File: config.mk
export PLATFORM = sky130hd
export DESIGN_NAME = neuron_activation
export DESIGN_NICKNAME = d
export VERILOG_FILES = /design/src/rtl/neuron_activation.sv
export SDC_FILE = /design/constraint.sdc
export NUM_CORES = 1
export LEC_CHECK = 0
export CELL_PAD_IN_SITES_DETAIL_PLACEMENT = 0
export CELL_PAD_IN_SITES_GLOBAL_PLACEMENT = 1
export CORE_MARGIN = 5
export CORE_UTILIZATION = 40
export CTS_BUF_LIST = sky130_fd_sc_hd__clkbuf_4
export DETAILED_ROUTE_END_ITERATION = 8
export PLACE_DENSITY_LB_ADDON = 0.1
export SETUP_SLACK_MARGIN = 0.1
export SLEW_MARGIN = 0
export SYNTH_ARGS = -nofsm -noshare
export SYNTH_HDL_FRONTEND = slang
export SYNTH_SLANG_ARGS = --single-unit
File: constraint.sdc
create_clock -name clk -period 3.5 [get_ports clk]
set_input_delay 0.7 -clock clk [delete_from_list [all_inputs] [get_ports clk]]
set_output_delay 0.7 -clock clk [all_outputs]
set_load 0.01 [all_outputs]
File: src/rtl/neuron_activation.sv
// neuron_activation: captures the final MAC accumulator of a neuron evaluation,
// adds a bias, rescales by an arithmetic right shift, applies ReLU with
// saturation to 0..127 and hands the result downstream over valid/ready.
//
// state   | meaning
// --------+---------------------------------------------------------------
// ACCUM   | accepting MAC beats; the final beat latches sum/bias/shift
// COMPUTE | one cycle: bias add, shift, ReLU/saturate; mac_clear is high
// OUTPUT  | y_valid high, result held until y_ready
module neuron_activation #(
   parameter int N_INPUTS = 4,
   parameter int CNT_W    = 8
) (
   input  logic        clk,
   input  logic        rst_n,
   input  logic [15:0] acc_in,
   input  logic        acc_valid,
   output logic        acc_ready,
   input  logic [15:0] bias,
   input  logic [3:0]  shift,
   output logic        mac_clear,
   output logic [7:0]  y_out,
   output logic        y_valid,
   output logic        y_sat,
   input  logic        y_ready
);

   typedef enum logic [1:0] {
      ACCUM   = 2'd0,
      COMPUTE = 2'd1,
      OUTPUT  = 2'd2
   } state_t;

   localparam logic [CNT_W-1:0] LAST_CNT = CNT_W'(N_INPUTS - 1);

   state_t state;
   state_t state_nxt;

   logic [CNT_W-1:0] count;
   logic [15:0]      sum_r;
   logic [15:0]      bias_r;
   logic [3:0]       shift_r;

   logic             beat;
   logic             last_beat;

   logic signed [16:0] t_sum;
   logic signed [16:0] u_shr;
   logic [7:0]         y_nxt;
   logic               sat_nxt;

   assign acc_ready = (state == ACCUM);
   assign beat      = acc_valid && acc_ready;
   assign last_beat = beat && (count == LAST_CNT);

   // State register
   always_ff @(posedge clk or negedge rst_n) begin
      if (!rst_n) begin
         state <= ACCUM;
      end else begin
         state <= state_nxt;
      end
   end

   // Next-state logic
   always_comb begin
      state_nxt = state;
      case (state)
         ACCUM:   if (last_beat) state_nxt = COMPUTE;
         COMPUTE: state_nxt = OUTPUT;
         OUTPUT:  if (y_ready) state_nxt = ACCUM;
         default: state_nxt = ACCUM;
      endcase
   end

   // Beat counter; wraps to zero on the final beat so it never passes N_INPUTS-1
   always_ff @(posedge clk or negedge rst_n) begin
      if (!rst_n) begin
         count <= '0;
      end else if (last_beat) begin
         count <= '0;
      end else if (beat) begin
         count <= count + 1'b1;
      end
   end

   // Capture final sum and its bias/shift; mac_clear follows the final beat by one cycle
   always_ff @(posedge clk or negedge rst_n) begin
      if (!rst_n) begin
         sum_r     <= '0;
         bias_r    <= '0;
         shift_r   <= '0;
         mac_clear <= 1'b0;
      end else begin
         mac_clear <= last_beat;
         if (last_beat) begin
            sum_r   <= acc_in;
            bias_r  <= bias;
            shift_r <= shift;
         end
      end
   end

   // Bias add in 17 bits (cannot overflow), floor shift, then ReLU and clip at 127
   always_comb begin
      t_sum   = $signed({sum_r[15], sum_r}) + $signed({bias_r[15], bias_r});
      u_shr   = t_sum >>> shift_r;
      y_nxt   = u_shr[7:0];
      sat_nxt = 1'b0;
      if (u_shr[16]) begin
         y_nxt = 8'd0;
      end else if (|u_shr[15:7]) begin
         y_nxt   = 8'd127;
         sat_nxt = 1'b1;
      end
   end

   // Output register: loaded in COMPUTE, held through backpressure
   always_ff @(posedge clk or negedge rst_n) begin
      if (!rst_n) begin
         y_out   <= '0;
         y_sat   <= 1'b0;
         y_valid <= 1'b0;
      end else if (state == COMPUTE) begin
         y_out   <= y_nxt;
         y_sat   <= sat_nxt;
         y_valid <= 1'b1;
      end else if ((state == OUTPUT) && y_ready) begin
         y_valid <= 1'b0;
      end
   end

endmodule

Yosys cells after proc, flatten, opt, wreduce, memory -nomap -nowiden:

Cells that the tools add are included.

* muxes and demuxes: 11
* equality and inequality tests: 5
* reduce and logical (&&, ||, !) cells: 8
* $add $sub $neg: 2
* shift-type cells: 1

Operator list (number)
* $mux W8: 4
* $add A16 B16 Y17: 1
* $sshr A17 B4 Y17: 1
* $reduce_or A9 Y1: 1
* $add A8 B1 Y8 const B: 1
* $eq A8 B2 Y1 const B: 1
* $pmux W2 S3: 1
* $mux W1: 4
* $mux W2: 2
* $reduce_bool A2 Y1: 2
* $logic_and A1 B1 Y1: 3
* $eq A2 B1 Y1 const B: 1
* $eq A2 B2 Y1 const B: 1
* $logic_not A2 Y1: 1
* $ne A2 B1 Y1 const B: 1
* $ne A2 B2 Y1 const B: 1
* $reduce_and A2 Y1: 1

* input port bits: 40
* register bits: 57
* output and inout bits: 12

Logic depth before layout (Yosys ltp):

Gate-level depths: netlist (run 1).

* word-level depth: 5
* mapped depth: 11

Least setup slack after synthesis (run 1):

OpenSTA, ideal clock, no wires.

* path type: flip-flop to flip-flop
* start: reg sum_r[0]
* end: reg y_out[0]
* path slack: 0.393 ns
* stages on the path, launching flop included: 12
* buffers on the path: 0
* arrival: 2.960 ns
* data required time: 3.353 ns
* path through: dfrtp_1 -> ha_1 -> fa_1 -> a211oi_2 -> o21ai_0 -> a211o_2 -> nand3_4 -> o32ai_1 -> a211oi_1 -> o2111ai_1 -> o31ai_4 -> nand4_1

* word-level cells in the longest chain between the ends: 5

RTL lines
* start, declared: line 40 `logic [15:0] sum_r;`
* start signal, assigned: line 97 `sum_r <= acc_in;`
* $add A16 B16 Y17 (*): line 106 `t_sum = $signed({sum_r[15], sum_r}) + $signed({bias_r[15], bias_r});`
* $sshr A17 B4 Y17 (*): line 107 `u_shr = t_sum >>> shift_r;`
* $reduce_or A9 Y1: line 112 `end else if (|u_shr[15:7]) begin`
* $mux W8: line 112
* $mux W8 (*): line 110 `if (u_shr[16]) begin`
* end signal, assigned: line 125 `y_out <= y_nxt;`
* end, declared: line 22 `output logic [7:0] y_out,`

Mark *: on every way between the ends. The rest lies on a longest branch, timed or not.
A chain may end at the register's enable or synchronous reset.

Worst setup path in the final report (run 1):

* start: reg sum_r[0]
* end: reg y_out[5]

Same word-level chain as after synthesis.

==> results.py, run 1 <==
metrics = {
    "run_status": {
        "status": "finished clean",
    },
    "grt": {
        "antenna_found_initial": 0,
        "grt_pass1_vias": 3407,
        "overflow": 0,
        "grt_pass1_wl_um": 16750,
        "grt_start_max_net_pins": 36,
        "groute.usage.overall_pct": 17.64,
    },
    "worst_setup_path": {
        "crit_family": "compound AO/OA/AOI/OAI gates",
        "crit_buf_inv": 2,
        "cp.arrival_ns": 3.55,
        "cp_cell_sequence": "ha_2 -> fa_2 -> a211oi_2 -> buf_4 -> o211a_4 -> or4b_4 -> a32oi_4 -> o22ai_2 -> a211oi_4 -> a22oi_2 -> o31ai_4 -> buf_6 -> nand4_1",
        "crit_path_top_delay_cell": "or4b_4",
        "r2r_slack_ns": 0.24,
        "r2r_cells": 13,
        "crit_required_ns": 3.79,
        "start_kind": "flop",
        "crit_path_max_incr_delay_ns": 0.55,
        "crit_type": "flop to flop",
        "crit_path_max_fanout": 8,
        "worstSetupEndpointType": "flop",
        "r2r-end": "y_out[5]$_DFFE_PN0P_",
        "r2r-start": "sum_r[0]$_DFFE_PN0P_",
    },
    "power_and_ir_drop": {
        "p_per_area_nw_per_um2": 1072,
        "intPower_mw": 2.617,
        "swShare_pct": 49.04,
        "leakage_nw": 2.167,
        "p_seq_share_pct": 23.2,
        "comb_power_share_pct": 67.7,
        "pwr-share-clk_pct": 9.1,
        "ir_worst_vdd_uv": 313.9,
        "p_switching_mw": 2.518,
    },
    "synthesis": {
        "seq_area_frac_synth_pct": 35.46,
        "netlist_instances": 466,
        "async_flop_share_pct": 100.0,
        "synth.distinct_cells": 74,
        "ys_ff_latch": 57,
        "ys.flop_type": "dfrtp_1",
        "synth_most_common_cell": "nand2_1",
        "synth_xor_area_share_pct": 3.453,
        "synth_mux_area_share_pct": 2.830,
        "synth_area_leaders": "dfrtp_1 (35%), nand2_1 (12%), ha_1 (5.3%)",
        "syn_avg_cell_area_sq_um": 8.632,
        "synth_top_family_by_area": "simple AND/OR/NAND/NOR gates",
        "yosys.area_share.simple_pct": 25.63,
        "synth_fp_nets": 524,
        "syn_area_sq_um": 4023,
        "synth_top_area_share_pct": 35.46,
        "synth_compound_area_share_pct": 20.59,
        "synthTopCellsByCount": "nand2_1 (127), dfrtp_1 (57), nor2_1 (22)",
        "synth-edff-count": 0,
        "yosysWarnings": 0,
        "yosys.area_share.adder_pct": 5.785,
        "synth_area_leader_cell": "dfrtp_1",
    },
    "finish": {
        "fill_cells": 987,
        "area_growth_pct": 19.04,
        "drive_gt1_share_pct": 13.33,
        "final_nets": 578,
        "multiInputGateArea_sq_um": 2381,
        "antenna_cells": 0,
        "register_area_sq_um": 1426,
    },
    "timing": {
        "finalHoldViolations": 0,
        "finalMaxSlewViolations": 0,
        "finalCritPeriodShare_pct": 93.14,
        "finalClockSkew_ns": 0.03002,
        "max-slew-margin-rel_pct": 48.93,
        "rsz0062_at_grt": "false",
        "layout_setup_ws_ns": 0.2400,
        "setup_tns_ns": 0,
        "period_minus_slack_ns": 3.260,
        "worst_pin_slew_ns": 0.7661,
        "clock.fmax_mhz": 306.7,
        "setup_viol_count_final": 0,
    },
    "clock_tree": {
        "hold_buffers": 0,
        "cts_tree": "built",
        "clock-sinks": 57,
        "clock_latency_ns": 0.42,
        "cts-root-buf": "clkbuf_4",
        "cts_buffer_depth": 2,
        "cts_htree_levels": 3,
        "numCtsBuffers": 9,
        "clk_pin_slew_ns": 0.10,
    },
    "job": {
        "cap_violations": 0,
    },
    "drt": {
        "vias_per_cell": 5.356,
        "ant_nets": 0,
        "drc_errors": 0,
        "drt_wl_total_um": 10080,
        "wl_per_cell_um": 15.32,
        "route.vias.total": 3524,
        "firstDrtPassIters": 4,
        "first_iter_violations": 166,
    },
    "placement": {
        "post-place-ws_ns": -0.0007068,
        "dp_hpwl_um": 7556,
        "portBuffers": 51,
        "gp_congestion": 0.8467,
    },
    "floorplan": {
        "initial_core_util_pct": 41.15,
        "die_h_um": 110.3,
        "die_w_um": 110.3,
        "core_area_sq_um": 9774,
        "row_count": 36,
        "ios": 52,
        "dieArea_sq_um": 12160,
    },
    "hold_path": {
        "min-delay-path-class": "input pin to asynchronous set/reset pin",
    },
}
-- layer usage --
layer / global-route usage (%) / share of wire, % / vias up
met1: 26.39 / 50 / 1657
met3: 3.844 / 4.4 / 10
met5: 0 / 0 / -
met2: 24.96 / 44 / 80
met4: 6.069 / 1.4 / 0
li1: - / - / 1777
-- how the worst max path moves through the flow --
stage	cells after the start	startpoint	end	slack, ns
floorplan	11	sum_r[0]$_DFFE_PN0P_	y_out[0]$_DFFE_PN0P_	0.39
global placement	11	sum_r[0]$_DFFE_PN0P_	y_out[0]$_DFFE_PN0P_	0.15
detailed placement	11	sum_r[0]$_DFFE_PN0P_	y_out[0]$_DFFE_PN0P_	-0.0007
CTS	12	sum_r[0]$_DFFE_PN0P_	y_out[5]$_DFFE_PN0P_	0.10
global route	13	sum_r[0]$_DFFE_PN0P_	y_out[4]$_DFFE_PN0P_	0.09
finish	13	sum_r[0]$_DFFE_PN0P_	y_out[5]$_DFFE_PN0P_	0.24
-- cells in the final DEF, fill, tap and decap left out, drive strengths merged, types with 3 or more instances in the layout --
master,synthesis,routed
nand2,127,127
dfrtp,57,57
clkdlybuf4s50,0,50
nor2,22,22
nand3,22,22
o21ai,21,21
a21oi,20,20
buf,5,18
ha,17,17
nor3,12,12
nand4,11,11
inv,11,11
a211oi,10,10
clkbuf,20,9
xnor2,9,9
mux2i,8,8
a21o,8,8
o211ai,7,7
clkinv,1,7
xor2,6,6
a22oi,6,6
nand2b,5,5
nor4,4,4
and2,4,4
a211o,4,4
o21bai,3,3
and3,3,3
mux2,3,3
o22ai,3,3
o32ai,3,3
-- flip-flops by register name, summed over array words and instances (netlist names) --
signal,flops
bias_r,16
y_out,8
state,2
count,8
y_valid,1
shift_r,4
sum_r,16
y_sat,1
mac_clear,1
-- metrics by stage --
step                      std cells  utilization (%)  instance area (sq um)  hold slack, ns  total power [mW]
final                           658            48.99                   4788          0.2664             5.135
after floorplan                 466                -                   4023          0.4044             3.733
after global routing            658            48.99                   4788          0.2781             5.613
after CTS                       652            48.08                   4700          0.2494             4.980
after detailed placement        635            46.68                   4563          0.4682             4.488
after global placement          635            46.68                   4563          0.4681             4.472
-- power groups by stage --
stage / Combinational [mW] / Sequential, mW / Clock [mW]
floorplan: 2.64 / 1.09 / 0
global placement: 3.27 / 1.20 / 0
detailed placement: 3.29 / 1.20 / 0
CTS: 3.31 / 1.19 / 0.484
global route: 3.86 / 1.24 / 0.521
finish: 3.48 / 1.19 / 0.466
-- cell families after synthesis --
| group | Yosys count |
|---|---|
| adder cells (fa/ha/maj) | 18 |
| buffers and inverters | 37 |
| AND/OR/NAND/NOR | 221 |
| flip-flops | 57 |
| multiplexers | 11 |
| XOR/XNOR | 15 |
| AO/OA/AOI/OAI | 107 |
-- area by class of cell --
type                            count  share of cell area, %
Clock buffer                        9                  1.411
Clock inverter                      7                  1.280
Inverter                           12                 0.9407
Multi-Input combinational cell    372                  49.73
Sequential cell                    57                  29.79
Tap cell                          133                  3.475
Timing Repair Buffer               68                  13.38
-- what timing repair did --
action | in CTS | in global routing
resized for setup | 0 | 11
buffers inserted | 1 | 6
pin swaps | 1 | 5
endpoints found under the setup margin | 8 | 8
Note: power is estimated with default switching activity, not from simulation.
==> run 2: changes to the inputs <==
Settings changed: ABC_CLOCK_PERIOD_IN_PS from default to 3500.
==> results of run 2 <==
Final layout, timing and power as in run 1 (identical DEF).
==> run 3: changes to the inputs <==
Settings changed: ABC_AREA from default to 1, ABC_CLOCK_PERIOD_IN_PS 3500 to 3980, CORE_UTILIZATION 40 to 44.
Clock period 3.5 ns to 3.98 ns, I/O delays scaled along.
==> results.py, run 3 <==
metrics = {
    "clock_tree": {
        "cts-root-buf": "clkbuf_4",
        "cts_tree": "built",
        "cts-resized-gates": 0,
        "post_cts_buffers": 0,
        "clock_latency_ns": 0.41,
        "hold_buffers": 0,
        "cts_htree_levels": 3,
        "cts_buffer_depth": 2,
        "numCtsBuffers": 9,
        "clk_pin_slew_ns": 0.11,
        "clock-sinks": 57,
    },
    "run_status": {
        "status": "finished clean",
    },
    "grt": {
        "grt_pass1_wl_um": 16570,
        "antenna_found_initial": 0,
        "groute.usage.overall_pct": 18.21,
        "grt_pass1_vias": 3606,
        "overflow": 0,
        "grt_start_max_net_pins": 42,
    },
    "timing": {
        "worst_pin_slew_ns": 0.9083,
        "finalClockSkew_ns": 0.01916,
        "clock.fmax_mhz": 366.2,
        "setup_viol_count_final": 0,
        "layout_setup_ws_ns": 1.249,
        "rsz0062_at_grt": "false",
        "setup_tns_ns": 0,
        "finalCritPeriodShare_pct": 68.61,
        "period_minus_slack_ns": 2.731,
        "max-slew-margin-rel_pct": 39.45,
        "finalHoldViolations": 0,
        "finalMaxSlewViolations": 0,
    },
    "power_and_ir_drop": {
        "leakage_nw": 2.616,
        "p_switching_mw": 1.032,
        "ir_worst_vdd_uv": 320.5,
        "intPower_mw": 1.339,
        "swShare_pct": 43.53,
        "p_seq_share_pct": 36.3,
        "pwr-share-clk_pct": 17.6,
        "p_per_area_nw_per_um2": 512.5,
        "comb_power_share_pct": 46.1,
    },
    "synthesis": {
        "seq_area_frac_synth_pct": 36.61,
        "synth_area_leaders": "dfrtp_1 (37%), nand2_1 (25%), nand3_1 (9.1%)",
        "syn_avg_cell_area_sq_um": 6.593,
        "synth_top_area_share_pct": 36.61,
        "synth_area_leader_cell": "dfrtp_1",
        "ys.flop_type": "dfrtp_1",
        "synth-edff-count": 0,
        "yosysWarnings": 0,
        "synth.distinct_cells": 29,
        "async_flop_share_pct": 100.0,
        "synth_fp_nets": 649,
        "syn_area_sq_um": 3896,
        "synth_most_common_cell": "nand2_1",
        "ys_ff_latch": 57,
        "synthTopCellsByCount": "nand2_1 (259), nand3_1 (71), inv_1 (66), dfrtp_1 (57), nor2_1 (23)",
        "netlist_instances": 591,
    },
    "finish": {
        "mostFrequentLayoutCells": "nand2_1 (259), nand3_1 (71), inv_1 (66)",
        "fin_util_pct": 53.32,
        "stdcell_count": 752,
        "fill_cells": 942,
        "final_nets": 697,
        "area_growth_pct": 18.75,
        "final_area_sq_um": 4627,
        "top_regs": "bias_r (16), sum_r (16)",
        "drive_gt1_share_pct": 4.037,
        "final_common_cell": "nand2_1",
        "antenna_cells": 0,
    },
    "drt": {
        "route.vias.total": 3685,
        "ant_nets": 0,
        "drc_errors": 0,
        "first_iter_violations": 197,
        "firstDrtPassIters": 4,
        "vias_per_cell": 4.900,
        "wl_per_cell_um": 12.23,
        "drt_wl_total_um": 9196,
    },
    "placement": {
        "place_inst": 736,
        "portBuffers": 51,
        "placed_area_sq_um": 4493,
        "post-place-ws_ns": 1.267,
        "gp_congestion": 0.8321,
        "dp_hpwl_um": 7304,
    },
    "worst_setup_path": {
        "worstSetupEndpointType": "flop",
        "crit_path_max_fanout": 8,
        "start_kind": "flop",
        "r2r_slack_ns": 1.25,
        "cp.arrival_ns": 3.01,
        "crit_type": "flop to flop",
        "crit_required_ns": 4.26,
    },
    "job": {
        "cap_violations": 0,
    },
    "floorplan": {
        "ios": 52,
        "core_area_sq_um": 8678,
        "row_count": 34,
        "die_w_um": 104.1,
        "initial_core_util_pct": 44.90,
        "die_h_um": 104.1,
        "dieArea_sq_um": 10840,
    },
    "hold_path": {
        "min-delay-path-class": "flop to flop",
    },
}
-- run 3: path summary, 6_finish.rpt --
| kind | from | to | cells after the start |
|---|---|---|---|
| worst min register to register | count[7]$_DFFE_PN0P_ | count[7]$_DFFE_PN0P_ | 1 |
| worst max-delay path | bias_r[0]$_DFFE_PN0P_ | y_out[2]$_DFFE_PN0P_ | 20 |
| max in group asynchronous | rst_n | shift_r[0]$_DFFE_PN0P_ | 2 |
| worst max register to register | bias_r[0]$_DFFE_PN0P_ | y_out[2]$_DFFE_PN0P_ | 20 |
| min in group asynchronous | rst_n | mac_clear$_DFF_PN0_ | 1 |
| worst min-delay path | count[7]$_DFFE_PN0P_ | count[7]$_DFFE_PN0P_ | 1 |
-- run 3: power by group through the flow --
stage / clock, mW / combinational (mW) / sequential (mW)
after floorplan: 0 / 0.881 / 0.801
after global placement: 0 / 1.10 / 0.873
after detailed placement: 0 / 1.10 / 0.873
after CTS: 0.436 / 1.10 / 0.861
after global routing: 0.464 / 1.28 / 0.884
final: 0.417 / 1.09 / 0.860
-- run 3: routing by layer --
metal	part of all wire (%)	global-route usage [%]
met1	51	25.23
met2	45	28.83
met3	3.0	3.476
met4	1.2	5.458
met5	0	0
-- run 3: kinds of logic (layout without fill, tap and decap cells) --
group                      Yosys count  count (layout)  share of synthesized area, %
and+or+nand+nor                    370             370                         39.18
buffers and inverters               88             141                         8.542
DFF                                 57              57                         36.61
AOI/OAI and AO/OA                   46              46                         6.968
adders and majority gates           18              18                         5.973
xor gates and xnor gates            11              11                         2.473
muxes                                1               1                        0.2569
-- run 3: worst max-delay path, cell delays in order (launching register included) --
cell and delay (ns):
dfrtp_1 0.40, ha_1 0.22, fa_1 0.42, nand3_1 0.12
nand3_2 0.10, nand2_1 0.07, nand2_1 0.10, nand2_1 0.09
nand3_1 0.10, nand2_2 0.13, inv_2 0.05, nand2_1 0.07
nand3_1 0.11, nand2_1 0.12, nand2_1 0.07, nor2_1 0.08
nand2_1 0.06, nand2_1 0.07, nand2_2 0.07, nand2_4 0.10
nand2_1 0.06
-- run 3: metrics by stage --
stage                     hold WS, ns  total power, mW
after global routing           0.4994            2.631
after global placement         0.4631            1.969
after floorplan                0.4461            1.682
after detailed placement       0.4685            1.969
after CTS                      0.4887            2.401
final                          0.4845            2.371
-- run 3: area by class of cell --
cell class                      count  area [sq um]  area share [%]
Timing Repair Buffer               54         528.0           11.41
Multi-Input combinational cell    446          2137           46.19
Tap cell                          108         135.1           2.921
Clock inverter                      6         58.81           1.271
Clock buffer                       10         75.07           1.622
Sequential cell                    57          1426           30.83
Inverter                           71         266.5           5.760
==> RTL change (flow settings as in run 1) <==
Set the parameter `CNT_W` to 7 (it was 8).
--- a/src/rtl/neuron_activation.sv
+++ b/src/rtl/neuron_activation.sv
@@ -10,5 +10,5 @@
 module neuron_activation #(
    parameter int N_INPUTS = 4,
-   parameter int CNT_W    = 8
+   parameter int CNT_W    = 7
 ) (
    input  logic        clk,
Behaviour: no difference found for any inputs over 10 cycles, from zero or initial values and one cycle with rst_n low; that may be too few to reach the edited logic, so the function may still have changed.
==> RTL change against run 1 <==
Wire length shrank 3.5%; total power grew 3.3%; critical path depth shrank 2; maximum frequency grew 0.26%; sequential share of layout area grew 0.61 points; sequential power shrank 3%; non-clock buffer count shrank 4; synthesized area shrank 4.1%; sequential cell count shrank 1; final area shrank 3.7%; worst setup slack gained 0.0085 ns; global-route usage shrank 0.29 points; critical endpoint is now y_out[6]; largest power group unchanged; highest routed layer unchanged.
==> RTL change: results (changes against run 1) <==
.. list-table::
   :header-rows: 1

   * - Metric
     - Value
   * - Result of the run
     - finished clean (unchanged)
   * - All-layer global routing usage
     - 17.4% (was 17.6%)
   * - Leakage power
     - 1.86 nW (was 2.17 nW)
   * - Total nets after synthesis
     - 454 (was 524)
   * - Power consumed by combinational cells
     - 3.85 mW (was 3.48 mW)
   * - Clk. pwr
     - 0.298 mW (was 0.466 mW)
   * - Routed wire per std cell
     - 16.9 um (was 15.3 um)
   * - Average via count per standard cell
     - 5.68 (was 5.36)
   * - Switching fraction of total power
     - 50.1% (was 49.0%)
   * - Commonest cells in the synthesized netlist
     - 56 x dfrtp_1, 37 x mux2_2, 37 x nand2_1 (was 127 x nand2_1, 57 x dfrtp_1, 22 x nor2_1)
   * - Worst slack after detailed placement
     - 0.127 ns (was -0.000707 ns)
   * - Count of plain and timing-repair buffers
     - 64 (was 68)
   * - Post-synthesis share of cell area spent on full adders, half adders and majority gates
     - 6.03% (was 5.79%)
   * - Multi-input combinational cell area
     - 2350 um^2 (was 2380 um^2)
   * - Worst R2R Path Depth
     - 11 (was 13)
   * - Detailed-route wire length
     - 9730 um (was 10,100 um)
   * - Mux share of post-synthesis cell area
     - 14.0% (was 2.83%)
   * - Routed length on met2
     - 4750 um (was 4430 um)
   * - First-pass GRT wire length
     - 16,300 um (was 16,800 um)
   * - Final non-clock buffer share
     - 13.1% (was 13.4%)
   * - Drt first-iter violations
     - 165 (was 166)
   * - Count of H-tree levels built during CTS
     - 2 (was 3)
   * - Clock-pin slew of the registers on the worst-case setup and hold paths
     - 0.18 ns (was 0.10 ns)
   * - Total number of multi-input combinational cells
     - 308 (was 372)
   * - Number of iterations in the first detailed-routing pass
     - 5 (was 4)
## RTL change: cell count changes after synthesis, moves of 5 or more
cell	change
clkbuf_8	-10
mux2_2	+34
nand3_1	-9
nand2_1	-90
mux2i_1	-5
a211oi_1	+5
o21ai_0	-8
buf_2	+8
## RTL change: through the flow
stage	utilization [%]	power (mW)
finish	49.4	5.30
global route	49.4	5.78
detailed placement	48.4	4.95
global placement	48.4	4.91
CTS	49.1	5.27
floorplan	-	3.95
## RTL change: how the worst max path moves through the flow
stage / startpoint / to / slack [ns] / cells after the start
after floorplan: sum_r[0] / y_out[5] / 0.48 / 10
after global placement: sum_r[0] / y_out[5] / 0.21 / 10
after detailed placement: sum_r[0] / y_out[2] / 0.13 / 10
after CTS: sum_r[0] / y_out[2] / 0.11 / 10
after global routing: sum_r[0] / y_out[5] / 0.10 / 11
final: sum_r[0] / y_out[6] / 0.25 / 11
